File: src/rtl/lbmem_stream.sv
// Line-delay buffer: holds writes until len_q words have accumulated, then
// streams them oldest-first with consumer back-pressure and synchronous flush.
//
// state  | meaning
// FILL   | accumulating words, no output; len_q tracks len while empty
// STREAM | oldest word presented on rdata; emitted when ready
module lbmem_stream #(
  parameter int WIDTH = 8,
  parameter int AW    = 6
) (
  input  logic             CLK,
  input  logic             RESET,
  input  logic [WIDTH-1:0] wdata,
  input  logic             wen,
  input  logic             ready,
  input  logic             flush,
  input  logic [AW:0]      len,
  output logic [WIDTH-1:0] rdata,
  output logic             valid,
  output logic             full,
  output logic [AW:0]      occ
);

  localparam int          DEPTH   = 1 << AW;
  localparam logic [AW:0] DEPTH_V = (AW+1)'(DEPTH);

  typedef enum logic {FILL, STREAM} state_t;

  state_t           state, state_next;
  logic [WIDTH-1:0] mem [DEPTH];
  logic [AW-1:0]    waddr, raddr;
  logic [AW:0]      occ_next, len_q, len_eff;
  logic             wacc, emit;

  assign full  = (occ == DEPTH_V);
  assign wacc  = wen & ~full & ~flush;
  // Oldest word sits occ entries behind the write pointer; when full this
  // wraps back onto waddr itself.
  assign raddr = waddr - occ[AW-1:0];
  assign rdata = mem[raddr];

  always_comb begin
    len_eff = len;
    if (len == '0)
      len_eff = (AW+1)'(1);
    else if (len > DEPTH_V)
      len_eff = DEPTH_V;
  end

  always_comb begin
    state_next = state;
    valid      = 1'b0;
    emit       = 1'b0;
    occ_next   = occ + {{AW{1'b0}}, wacc};
    case (state)
      FILL: begin
        if (occ_next == len_q)
          state_next = STREAM;
      end
      STREAM: begin
        valid    = 1'b1;
        emit     = ready & ~flush;
        occ_next = occ + {{AW{1'b0}}, wacc} - {{AW{1'b0}}, emit};
        if (occ_next == '0)
          state_next = FILL;
      end
      default: state_next = FILL;
    endcase
    if (flush) begin
      occ_next   = '0;
      state_next = FILL;
    end
  end

  always_ff @(posedge CLK or posedge RESET) begin
    if (RESET) begin
      state <= FILL;
      occ   <= '0;
      waddr <= '0;
      len_q <= (AW+1)'(1);
    end else begin
      state <= state_next;
      occ   <= occ_next;
      if (wacc)
        waddr <= waddr + 1'b1;
      if (state == FILL && occ == '0)
        len_q <= len_eff;
    end
  end

  always_ff @(posedge CLK) begin
    if (wacc)
      mem[waddr] <= wdata;
  end

endmodule

File: config.mk
export PLATFORM = sky130hd
export DESIGN_NAME = lbmem_stream
export DESIGN_NICKNAME = d
export VERILOG_FILES = /design/src/rtl/lbmem_stream.sv
export SDC_FILE = /design/constraint.sdc
export NUM_CORES = 1
export LEC_CHECK = 0
export ABC_AREA = 1
export CORE_MARGIN = 10
export CORE_UTILIZATION = 30
export CTS_CLUSTER_DIAMETER = 40
export DETAILED_ROUTE_END_ITERATION = 16
export GPL_ROUTABILITY_DRIVEN = 0
export SLEW_MARGIN = 20
export SYNTH_ARGS = -nofsm -noshare
export SYNTH_HDL_FRONTEND = slang
export SYNTH_SLANG_ARGS = --single-unit
export TNS_END_PERCENT = 10
File: constraint.sdc
create_clock -name CLK -period 3.8 [get_ports CLK]
set_clock_uncertainty 0.05 [all_clocks]
set_input_delay 0.76 -clock CLK [delete_from_list [all_inputs] [get_ports CLK]]
set_output_delay 0.76 -clock CLK [all_outputs]
set_load 0.02 [all_outputs]
==> results.yml, run 1 <==
setup_path:
  required_ns: 2.99
  critPathKind: "register to output port"
  r2r-start: "occ[0]$_DFF_PP0_"
  reg2reg_depth: 18
  critPathLaunchType: "register"
  worst_r2r_endpoint: "occ[6]$_DFF_PP0_"
  critical_path.max_fanout: 9
  reg2reg_slack_ns: 0.60
  arrival_ns: 3.42
  cp-end-kind: "output port"
finish:
  layout_common_cells: "nand2_1 (570), edfxtp_1 (512), nand3_1 (285)"
  syn2layout_area_growth_pct: 25.9
  mostFrequentLayoutCell: "nand2_1"
  drive_gt1_share_pct: 17.7
  layoutNonFillerInstCount: 3273
  final_area_um2: 28600
  fin_nets: 2266
grt:
  grt_max_degree: 65
  antenna_found_initial: 4
  grt_pass1_vias: 16100
  grt_use_total_pct: 14.7
  grt_overflow: 0
  grt_pass1_wl_mm: 98.0
synthesis:
  synth_compound_area_share_pct: 2.66
  synth_top_family_by_area: "simple AND/OR/NAND/NOR gates"
  synth.area.mux_share_pct: 0
  ys_ff_latch: 533
  synth_fp_nets: 2103
  synthCells: 2072
  synth_xor_xnor_area_share_pct: 0.452
  synth-simple-area-share_pct: 22.0
  ys_warn_count: 0
  synthAdderAreaFrac_pct: 0.639
  ys_types: 33
  synth.avg_cell_area_um2: 11.0
  yosysSeqAreaShare_pct: 70.0
  syn-cell-area_um2: 22700
timing:
  fmax_mhz: 237
  finalSetupViolCount: 8
  fin_ws_ns: -0.427
  tightest_slew_ns: 0.956
  slew_headroom_pct: 36.2
  hold_ws_ns: 0.457
  finalCriticalPeriod_ns: 4.23
  period_share_pct: 111
  hold_viol: 0
  drv_slew: 0
  rsz0062_at_grt: "yes"
clocking:
  clkTransAtPathRegs_ns: 0.04
  htree_num_levels: 3
  cts_buffers: 82
  holdBufCountCts: 0
  cts_tree: "built"
  cts_buffer_depth: 3
  clock_sinks: 533
  cts-root-buf: "clkbuf_16"
  clock_latency_ns: 0.61
floorplan:
  core-area_um2: 74700
  dieArea_um2: 87100
  initial_utilization_pct: 30.4
  num_io_pins: 37
  die_x_um: 295
  rows: 100
  die_h_um: 295
place:
  dp_slack_ns: -0.376
  dpl_cell_area_um2: 25000
  port_buffers: 36
  dp_cells: 3103
  post-dp-hpwl_mm: 39.8
worst_hold_path:
  min_path_type: "register to register"
  hp-start: "len_q[0]$_DFFE_PP1P_"
  holdPathStages: 2
  min_to: "len_q[0]$_DFFE_PP1P_"
drt:
  antenna_left: 0
  wl_per_cell_um: 19.8
  vias: 16200
  via_per_inst: 4.95
  post-route-drc-count: 0
  first_pass_iters: 5
  first_iter_violations: 1686
  routed_wl_mm: 64.7
outcome:
  status: "complete, but fails checks"
  failed_checks: "negative setup slack"
run:
  drv_cap: 0
[critical path, stage by stage, from the launching register on]
cell and delay [ns]:
dfrtp_1 0.38, inv_2 0.08, ha_4 0.12, inv_2 0.04, fa_4 0.81, buf_12 0.14
buf_12 0.17, clkbuf_16 0.16, nand3_1 0.09, nand3_1 0.14, nand3_2 0.18, nand3_2 0.13
nand2_1 0.06, nand2_1 0.08, nand2_2 0.09, buf_6 0.14
[per-layer routing]
metal	part of all wire [%]	global-route usage (%)
met1	43	19.6
met2	45	22.7
met3	8.0	3.20
met4	4.1	6.49
met5	0.053	0
[cell families after synthesis]
kind of cell             count (synthesis)
AND/OR/NAND/NOR                       1199
flip-flops                             533
buffers and inverters                  202
AO/OA/AOI/OAI                          117
adder cells (fa/ha/maj)                 11
XOR/XNOR                                10
[what timing repair did]
action / CTS / global route
resized for setup: 140 / 29
buffers inserted: 9 / 0
cloned: 5 / 3
setup endpoints to repair: 8 / 8
pin swaps: 14 / 9
[cell type report]
type,instances,area (µm²)
Fill cell,7061,46100
Sequential cell,533,15900
Multi-Input combinational cell,1337,6300
Clock buffer,92,2110
Timing Repair Buffer,188,1960
Tap cell,969,1210
Clock inverter,60,733
Inverter,92,363
Timing Repair inverter,1,8.76
Antenna cell,1,2.50
[cell usage after synthesis, drive strengths merged]
cell,count,share of area [%]
nand2,583,9.6
edfxtp,512,68
nand3,350,7.8
nor2,258,4.3
o21ai,105,2.3
inv,92,1.5
buf,86,2.4
clkbuf,24,0.40
dfrtp,20,2.2
ha,10,0.55
xnor2,5,0.26
xor2,5,0.19
a21oi,4,0.088
nand4,4,0.19
o211ai,4,0.13
nor3,2,0.044
o22ai,2,0.055
a22o,1,0.039
dfstp,1,0.12
fa,1,0.088
nand3b,1,0.033
nor4,1,0.028
o21bai,1,0.033
[metrics by stage]
step | TNS [ns] | utilization (%)
5_1_grt | -4.02 | 38.3
4_1_cts | -3.43 | 38.1
6_report | -3.02 | 38.3
3_3_place_gp | -2.59 | 33.4
3_5_place_dp | -2.74 | 33.4
2_1_floorplan | 0 | -
[worst max path at each step]
stage                     cells past startpoint                  from  endpoint
after floorplan                              15  waddr[0]$_DFFE_PP0P_  rdata[1]
after global placement                       14      occ[0]$_DFF_PP0_  rdata[1]
after CTS                                    16  waddr[0]$_DFFE_PP0P_  rdata[0]
after detailed placement                     14      occ[0]$_DFF_PP0_  rdata[1]
final                                        15  waddr[0]$_DFFE_PP0P_  rdata[6]
after global routing                         16  waddr[0]$_DFFE_PP0P_  rdata[0]
[state kept, by name, summed over array words and instances, names as in the netlist]
| name | flops |
|---|---|
| len_q | 7 |
| mem | 512 |
| occ | 7 |
| state | 1 |
| waddr | 6 |
Power of run 1 is left out: the tool's default activity adds up to more than one toggle a clock period on the data nets, which glitch-free logic cannot reach.
==> run 2, diff against run 1 <==
clock period = 4.4 ns   (was 3.8 ns; I/O delays follow)
==> run 2 against run 1 <==
Effect of this change: first-iteration DRC count up 4.6%; non-clock buffer count is 11 lower; register-to-register slack improved by 0.43 ns; utilization rose by 0.27 points; global-route usage is essentially flat; cell area rose by 0.71%; die area unchanged; the flow now finishes without violations; flip-flop and latch count did not move; final cell count decreased by 0.52%; routed wire length up 4.2%.
==> results.yml, run 2 (synthesized netlist as in run 1, its figures left out) <==
setup_path:
  critical_path.max_fanout: 7
  cp_common_cell: "nand3_1"
  cpPeakStageDelay_ns: 0.78
  crit_path_cell_trace: "inv_2, ha_4, inv_2, fa_4, buf_12, clkbuf_16, clkbuf_16, nand3_1, nand3_1, nand3_1, nand3_2, nand2_1, nand2_1, nand2_2, buf_6"
  critPathLaunchType: "register"
  critPathKind: "register to output port"
  required_ns: 3.47
  arrival_ns: 3.44
  cpMaxStageDelayCell: "fa_4"
  cp-end-kind: "output port"
drt:
  routed_wl_mm: 67.4
  vias: 16400
  post-route-drc-count: 0
  first_iter_violations: 1764
  antenna_left: 0
  via_per_inst: 5.03
  wl_per_cell_um: 20.7
  first_pass_iters: 5
timing:
  slew_headroom_pct: 30.5
  rsz0062_at_grt: "yes"
  fmax_mhz: 229
  period_share_pct: 99.4
  hold_ws_ns: 0.461
  finalSetupViolCount: 0
  finalCriticalPeriod_ns: 4.37
  drv_slew: 0
  hold_viol: 0
  finalSetupTns_ns: 0
  tightest_slew_ns: 1.04
grt:
  antenna_found_initial: 2
  grt_use_total_pct: 14.7
  grt_max_degree: 69
  grt_overflow: 0
  grt_pass1_vias: 16000
  grt_pass1_wl_mm: 98.0
place:
  port_buffers: 36
  dp_cells: 3076
  post-dp-hpwl_mm: 39.3
finish:
  syn2layout_area_growth_pct: 26.8
  layout_common_cells: "nand2_1 (567), edfxtp_1 (512), nand3_1 (268)"
  diodes: 0
  largest_reg_flops: 512
  reg.largest.list: "mem x512, len_q x7, occ x7"
  drive_gt1_share_pct: 18.8
  post-route-util_pct: 38.6
  mostFrequentLayoutCell: "nand2_1"
  layoutNonFillerInstCount: 3256
  fin_nets: 2253
  top_register: "mem"
run:
  drv_cap: 0
clocking:
  clkTransAtPathRegs_ns: 0.05
  clock_sinks: 533
  cts-root-buf: "clkbuf_16"
  clock_latency_ns: 0.63
  cts_buffers: 79
  htree_num_levels: 3
  cts_tree: "built"
  cts_buffer_depth: 3
outcome:
  status: "complete, no violations"
floorplan:
  num_io_pins: 37
  core-area_um2: 74700
  die_h_um: 295
  die_x_um: 295
  rows: 100
  initial_utilization_pct: 30.4
  dieArea_um2: 87100
worst_hold_path:
  min_path_type: "register to register"
## run 2: cell types whose count changed in the layout (fill, tap and decap cells not counted), sizes merged
cell,delta
bufbuf,-2
clkbuf,+9
diode,-1
bufinv,-1
clkinv,+1
clkinvlp,-3
inv,+1
buf,-21
## run 2: layer usage
| metal | wire length, µm | vias to the layer above | global-route usage (%) |
|---|---|---|---|
| met5 | 23 | - | 0 |
| met4 | 2370 | 4 | 6.54 |
| met3 | 5930 | 144 | 3.26 |
| met2 | 31600 | 774 | 23.1 |
| met1 | 27500 | 7994 | 19.3 |
| li1 | - | 7449 | - |
## run 2: worst paths after layout
kind,startpoint,to,slack (ns),depth (start not counted)
setup / recovery,waddr[0]$_DFFE_PP0P_,rdata[0],0.03,15
setup reg to reg,occ[0]$_DFF_PP0_,occ[6]$_DFF_PP0_,1.03,18
hold / removal,len_q[0]$_DFFE_PP1P_,len_q[0]$_DFFE_PP1P_,0.46,2
hold reg to reg,len_q[0]$_DFFE_PP1P_,len_q[0]$_DFFE_PP1P_,0.46,2
min in group asynchronous,RESET,len_q[4]$_DFFE_PP0P_,0.70,2
max in group asynchronous,RESET,waddr[5]$_DFFE_PP0P_,3.02,2
## run 2: cell type report
class,instances,area [µm²]
repair buffers,177,2040
clock inverters,57,714
flip-flops and latches,533,15900
multi-input cells,1337,6510
inverters,92,363
repair inverters,2,20.0
clock buffers,89,2040
well taps,969,1210
fillers,7027,45900
## run 2: metrics by stage
| step | instance area (µm²) | setup WS, ns |
|---|---|---|
| finish | 28800 | 0.0279 |
| global route | 28800 | -0.0840 |
| CTS | 27900 | -0.0646 |
| detailed placement | 24700 | 0.000280 |
| global placement | 24700 | 0.00592 |
| floorplan | 22700 | 1.10 |
## run 2: critical path: cells and delay by family, from the launching register on
| family | cells | cell delay, ns |
|---|---|---|
| adder cells (fa/ha/maj) | 2 | 0.90 |
| buffers and inverters | 6 | 0.79 |
| flip-flops | 1 | 0.38 |
| AND/OR/NAND/NOR | 7 | 0.73 |
## run 2: repair_timing
| action | CTS | global route |
|---|---|---|
| pin swaps | 6 | 62 |
| setup endpoints to repair | 8 | 8 |
| hold buffers | 0 | 0 |
| endpoints found under the hold margin | 0 | 0 |
| buffers inserted | 6 | 4 |
| gates resized for setup | 101 | 136 |
| gates cloned | 6 | 18 |
Power of run 2 is left out for the same reason.
